[config.mk]
export PLATFORM = sky130hd
export DESIGN_NAME = adder_share_ctrl
export DESIGN_NICKNAME = d
export VERILOG_FILES = /design/src/rtl/adder_share_ctrl.sv
export SDC_FILE = /design/constraint.sdc
export NUM_CORES = 1
export LEC_CHECK = 0
export ABC_AREA = 1
export CAP_MARGIN = 15
export CORE_MARGIN = 2
export CORE_UTILIZATION = 39
export CTS_BUF_LIST = sky130_fd_sc_hd__clkbuf_8
export CTS_CLUSTER_SIZE = 8
export DETAILED_ROUTE_END_ITERATION = 8
export PLACE_DENSITY_LB_ADDON = 0.15
export SYNTH_ARGS = -nofsm -noshare
export SYNTH_HDL_FRONTEND = slang
export SYNTH_SLANG_ARGS = --single-unit
export TNS_END_PERCENT = 5
[constraint.sdc]
create_clock -name clock -period 1.3 [get_ports clock]
set_input_delay 0.195 -clock clock [delete_from_list [all_inputs] [get_ports clock]]
set_output_delay 0.195 -clock clock [all_outputs]
set_load 0.02 [all_outputs]
[src/rtl/adder_share_ctrl.sv]
// adder_share_ctrl: time-shares one external combinational WIDTH-bit adder
// between two requesters. Operands are registered and presented to the adder
// for one CALC cycle. The adder's sum, overflow and carry are captured and then
// returned on the owning port's response channel. Both the request and the
// response channels use valid/ready handshakes.
module adder_share_ctrl #(
  parameter int WIDTH = 32,
  parameter bit RR    = 1'b1
) (
  input  logic             clock,
  input  logic             reset,
  input  logic [1:0]       req_valid,
  output logic [1:0]       req_ready,
  input  logic [WIDTH-1:0] req_a0,
  input  logic [WIDTH-1:0] req_a1,
  input  logic [WIDTH-1:0] req_b0,
  input  logic [WIDTH-1:0] req_b1,
  input  logic [1:0]       req_sub,
  output logic [1:0]       rsp_valid,
  input  logic [1:0]       rsp_ready,
  output logic [WIDTH-1:0] rsp_sum,
  output logic             rsp_ovf,
  output logic             rsp_cout,
  output logic [WIDTH-1:0] add_a,
  output logic [WIDTH-1:0] add_b,
  output logic             add_cin,
  input  logic [WIDTH-1:0] add_s,
  input  logic             add_ovf,
  input  logic             add_cout
);

  typedef enum logic [1:0] {
    ST_IDLE = 2'd0,
    ST_CALC = 2'd1,
    ST_RESP = 2'd2
  } state_e;

  state_e             state_q, state_d;
  logic               owner_q, owner_d;
  logic               last_grant_q, last_grant_d;
  logic [WIDTH-1:0]   add_a_q, add_a_d;
  logic [WIDTH-1:0]   add_b_q, add_b_d;
  logic               add_cin_q, add_cin_d;
  logic [WIDTH-1:0]   rsp_sum_q, rsp_sum_d;
  logic               rsp_ovf_q, rsp_ovf_d;
  logic               rsp_cout_q, rsp_cout_d;

  logic [1:0]         grant_s;
  logic [WIDTH-1:0]   sel_a_s;
  logic [WIDTH-1:0]   sel_b_s;
  logic               sel_sub_s;

  // Arbitration: a lone requester wins; a tie goes to round-robin or to port 0
  always_comb begin
    grant_s = 2'b00;
    case (req_valid)
      2'b01:   grant_s = 2'b01;
      2'b10:   grant_s = 2'b10;
      2'b11: begin
        if (RR) begin
          grant_s = last_grant_q ? 2'b01 : 2'b10;
        end else begin
          grant_s = 2'b01;
        end
      end
      default: grant_s = 2'b00;
    endcase
  end

  // Operand mux: select the winning port's operands and operation
  always_comb begin
    sel_a_s   = req_a0;
    sel_b_s   = req_b0;
    sel_sub_s = req_sub[0];
    if (grant_s[1]) begin
      sel_a_s   = req_a1;
      sel_b_s   = req_b1;
      sel_sub_s = req_sub[1];
    end else begin
      sel_a_s   = req_a0;
      sel_b_s   = req_b0;
      sel_sub_s = req_sub[0];
    end
  end

  // Next-state and output decode of the IDLE -> CALC -> RESP sequencer
  always_comb begin
    state_d      = state_q;
    owner_d      = owner_q;
    last_grant_d = last_grant_q;
    add_a_d      = add_a_q;
    add_b_d      = add_b_q;
    add_cin_d    = add_cin_q;
    rsp_sum_d    = rsp_sum_q;
    rsp_ovf_d    = rsp_ovf_q;
    rsp_cout_d   = rsp_cout_q;
    req_ready    = 2'b00;
    rsp_valid    = 2'b00;
    case (state_q)
      ST_IDLE: begin
        req_ready = grant_s;
        if (grant_s != 2'b00) begin
          owner_d      = grant_s[1];
          last_grant_d = grant_s[1];
          add_a_d      = sel_a_s;
          // Subtract is A + ~B + 1: invert B here, the carry-in supplies the +1
          add_b_d      = sel_sub_s ? ~sel_b_s : sel_b_s;
          add_cin_d    = sel_sub_s;
          state_d      = ST_CALC;
        end else begin
          state_d      = ST_IDLE;
        end
      end
      ST_CALC: begin
        rsp_sum_d  = add_s;
        rsp_ovf_d  = add_ovf;
        rsp_cout_d = add_cout;
        state_d    = ST_RESP;
      end
      ST_RESP: begin
        rsp_valid = owner_q ? 2'b10 : 2'b01;
        if (rsp_ready[owner_q]) begin
          state_d = ST_IDLE;
        end else begin
          state_d = ST_RESP;
        end
      end
      default: begin
        state_d = ST_IDLE;
      end
    endcase
  end

  // State and datapath registers; reset abandons any operation in flight
  always_ff @(posedge clock) begin
    if (reset) begin
      state_q      <= ST_IDLE;
      owner_q      <= 1'b0;
      last_grant_q <= 1'b1;
      add_a_q      <= {WIDTH{1'b0}};
      add_b_q      <= {WIDTH{1'b0}};
      add_cin_q    <= 1'b0;
      rsp_sum_q    <= {WIDTH{1'b0}};
      rsp_ovf_q    <= 1'b0;
      rsp_cout_q   <= 1'b0;
    end else begin
      state_q      <= state_d;
      owner_q      <= owner_d;
      last_grant_q <= last_grant_d;
      add_a_q      <= add_a_d;
      add_b_q      <= add_b_d;
      add_cin_q    <= add_cin_d;
      rsp_sum_q    <= rsp_sum_d;
      rsp_ovf_q    <= rsp_ovf_d;
      rsp_cout_q   <= rsp_cout_d;
    end
  end

  assign add_a    = add_a_q;
  assign add_b    = add_b_q;
  assign add_cin  = add_cin_q;
  assign rsp_sum  = rsp_sum_q;
  assign rsp_ovf  = rsp_ovf_q;
  assign rsp_cout = rsp_cout_q;

endmodule
# After elaboration in Yosys (flattened, before gate mapping)
# Index checks and enable logic that the tools add are counted.
# op_classes
eq_ne,5
bitwise_logic,1
reduce_logical,3
muxes,14
magnitude_cmp,1
# op_table
cell,count
32-bit two-way mux,3
32-bit inverter,1
2-bit case mux with 3 select lines,2
2-bit two-way mux,5
2-bit equality test (second input constant),3
2-bit by 1-bit equality test with 1-bit output (second input constant),2
1-bit two-way mux,4
2-bit logical NOT,1
1-bit by 2-bit < comparator with 1-bit output (second input constant),1
2-bit AND reduction,1
2-bit nonzero test,1
# word_totals
ff_bits,103
word_cells,33

# Longest topological paths before layout
# logic_depth
ltp_word,5
mapped_depth,10
mapped_depth_nobuf,8

# Least setup slack after synthesis
# OpenSTA, ideal clock, no wires.
# synth_path
kind,reg2out
start,reg last_grant_q
end,out req_ready[0]
required_time_ns,1.105
arrival_ns,1.205
stages_incl_launch_ff,7
path_slack_ns,-0.100
path_cell_list,dfxtp_1 > inv_1 > nand3_1 > buf_2 > buf_2 > nand2_1 > nor2_1
# synth_between
elab_chain_cells,3
# synth_lines
item,line,rtl
from (decl),40,"logic last_grant_q, last_grant_d;"
from (signal assigned),149,last_grant_q <= last_grant_d;
2-bit two-way mux,61,grant_s = last_grant_q ? 2'b01 : 2'b10;
2-bit case mux with 3 select lines,56,case (req_valid)
2-bit two-way mux,99,case (state_q)
to (decl),13,"output logic [1:0] req_ready,"
# No other way between the ends.

# Final worst setup path
# layout_path
start,reg state_q[0]
end,out rsp_valid[1]
# layout_between
elab_chain_cells,2
# layout_lines
item,line,rtl
from (decl),38,"state_e state_q, state_d;"
from (signal assigned),147,state_q <= state_d;
2-bit equality test,99,
2-bit two-way mux,99,
to (decl),19,"output logic [1:0] rsp_valid,"
# No other way between the ends.

==> metrics.md <==
| Metric | Value |
|---|---|
| Status | `finished with violations` |
| Failing checks | `negative setup slack` |
| R2R cell count | `7` |
| GP Congestion | `0.783` |
| Number of antenna violations at the first check in global routing | `1` |
| Num CTS Buffers | `9` |
| Min cycle time layout | `1450 ps` |
| Final period util | `111%` |
| Site Rows | `44` |
| Via-per-instance ratio | `4.58` |
| Starting density of the core | `40.2%` |
| Die width | `127 um` |
| Yosys reg bits | `103` |
| Total Nets Final | `1420` |
| Total Wirelength | `18600 um` |
| H-Tree Depth | `3` |
| Worst hold path class | `in -> reg` |
| Syn Nets | `1152` |
| Via count | `6604` |
| # clock sinks | `103` |
| Avg Inst Size Synth | `5.97 sq um` |
| Largest net degree at the start of global routing | `73` |
| Place WS | `-603 ps` |
| Highest clock rate | `0.691 GHz` |
| Synth top area cells | `dfxtp_1 35%, nand2_1 17%, nor2_1 13%` |
| Area share of the largest cell type after synthesis | `35.2%` |
| Hold depth | `3` |
| CP Data Required Time | `1110 ps` |
| Cell count after synthesis | `982` |
| Vias in the first global route | `5907` |
| First-pass GRT wire length | `29000 um` |
| DIE HEIGHT | `127 um` |
| CP arrival | `1250 ps` |
| TritonCTS clock tree | `built` |
| Sequential-to-total area share from yosys stat | `35.2%` |
| Die Area | `16000 sq um` |
| Tot GR Track Use | `22.2%` |
| Synthesized cell area | `5860 sq um` |
| Kind of critical path | `reg -> out` |
| Core area | `14600 sq um` |
| Kind of end point of the critical path | `primary output` |
| CP max FO | `2` |
| Layout cells sized above 1 | `14.2%` |
| Final number of hold-violating endpoints | `0` |
| Worst skew pair latency | `390 ps` |
| Startpoint types | `register` |
| Most common cell after layout, fill and taps aside | `nand2_1` |
| Area Overhead vs Synth | `57.3%` |
| Worst IR Drop VDD | `745 uV` |
| DR iter-0 viols | `355` |
| Syn. warnings | `0` |
| Cell accounting for the most synthesized area | `dfxtp_1` |
| Clock transition at the registers of the reported paths | `120 ps` |
| PortBufs | `272` |
| Drt drc | `0` |
| Most frequent cells in the layout | `257 x nand2_1, 185 x nor2_1, 167 x clkdlybuf4s50_1, 132 x inv_1, 100 x dfxtp_1` |
| Tot Pwr | `9.67 mW` |
| Global route total overflow | `0` |
| Clk root buf | `clkbuf_8` |
| Unique masters post-synth | `20` |
| Ports | `273` |
| Max Cap Viol | `0` |
| Final clock skew | `15.2 ps` |
| Post-DP HPWL | `12800 um` |
| Slew HR | `78.0%` |
| CTS max path bufs | `2` |
| RSZ-0062 raised after global routing | `yes` |
| DRT antenna net count | `0` |
| Final setup fails | `71` |
| Final instance area | `9220 sq um` |
| PD cells | `1050 nW/um^2` |
| Reported leakage power | `4.75 nW` |
| DR pass1 iterations | `4` |
| Slew Limit Fails | `0` |
| Worst-margin pin slew | `330 ps` |
| Placed cell area | `8850 sq um` |
| Final Worst Setup Slack | `-147 ps` |
| WL/cell | `12.9 um` |
synth_stat cells, drive strengths merged:
cell,count
o21a,32
buf,47
nand2,266
dfxtp,103
nand3,98
nor3,2
a21oi,4
nor2,202
clkinv,1
o21ai,67
clkbuf,17
o211ai,2
inv,141
worst max-delay path: stages (launching register included):
cell and delay (ps):
dfxtp_2 330, inv_2 70, buf_6 100, nand2_4 50, buf_6 120, nor2_4 70
buf_6 130
repair_timing:
| item | 4_1_cts | 5_1_grt |
|---|---|---|
| hold buffers | 0 | 0 |
| pin swaps | 3 | 4 |
| setup buffers | 0 | 4 |
| cloned | 0 | 5 |
| endpoints found under the setup margin | 170 | 177 |
| resized for setup | 204 | 160 |
kinds of logic (layout without fill, tap and decap cells):
family | Yosys count | after routing | synth area share, %
flops | 103 | 103 | 35.2
buf+inv | 206 | 479 | 15.5
other cells | 0 | 2 | 0
compound gates | 105 | 105 | 10.7
simple gates | 568 | 568 | 38.6
flip-flops by register name, indices dropped and copies added (netlist names):
register	cells
state_q	2
add_cin	1
add_b	32
last_grant_q	1
add_a	32
owner_q	1
rsp_sum	32
rsp_cout	1
rsp_ovf	1
power breakdown:
part / switching [mW] / internal [mW] / total (mW)
Clock: 1.29 / 0.954 / 2.25
Combinational: 2.01 / 1.67 / 3.68
Sequential: 0.192 / 3.54 / 3.74
Total: 3.49 / 6.17 / 9.67
path summary, 6_finish.rpt:
| path | start | to | slack, ps |
|---|---|---|---|
| worst min-delay path | add_s[10] | rsp_sum[10] | 370 |
| worst max register to register | state_q[0] | rsp_sum[16] | -60 |
| worst max-delay path | state_q[0] | rsp_valid[1] | -150 |
| worst min register to register | add_cin | add_cin | 510 |
metrics by stage:
step	std cells	utilization [%]	TNS (ps)	hold slack [ps]
after floorplan	982	-	-21.1	330
after global placement	1414	60.7	-29970	488
after detailed placement	1414	60.7	-30900	492
after CTS	1430	62.5	-1440	351
after global routing	1440	63.2	-11340	365
final	1441	63.2	-2470	372
per-layer routing:
| metal | wire length, um | share of wire (%) | up-vias | global-route usage (%) |
|---|---|---|---|---|
| li1 | - | - | 3506 | - |
| met1 | 7690 | 41 | 2865 | 27.0 |
| met2 | 8710 | 47 | 207 | 36.7 |
| met3 | 1750 | 9.4 | 26 | 8.65 |
| met4 | 399 | 2.1 | 0 | 5.62 |
| met5 | 0 | 0 | - | 0 |
final cells by class:
type                            instances  area, sq um
Inverter                              142          536
Sequential cell                       103         2070
Multi-Input combinational cell        673         3050
Antenna cell                            2         5.00
Timing Repair Buffer                  321         3100
Fill cell                            1399         5370
Clock inverter                          7          100
Clock buffer                            9          124
Tap cell                              184          230
Note: power is estimated with default switching activity, not from simulation.
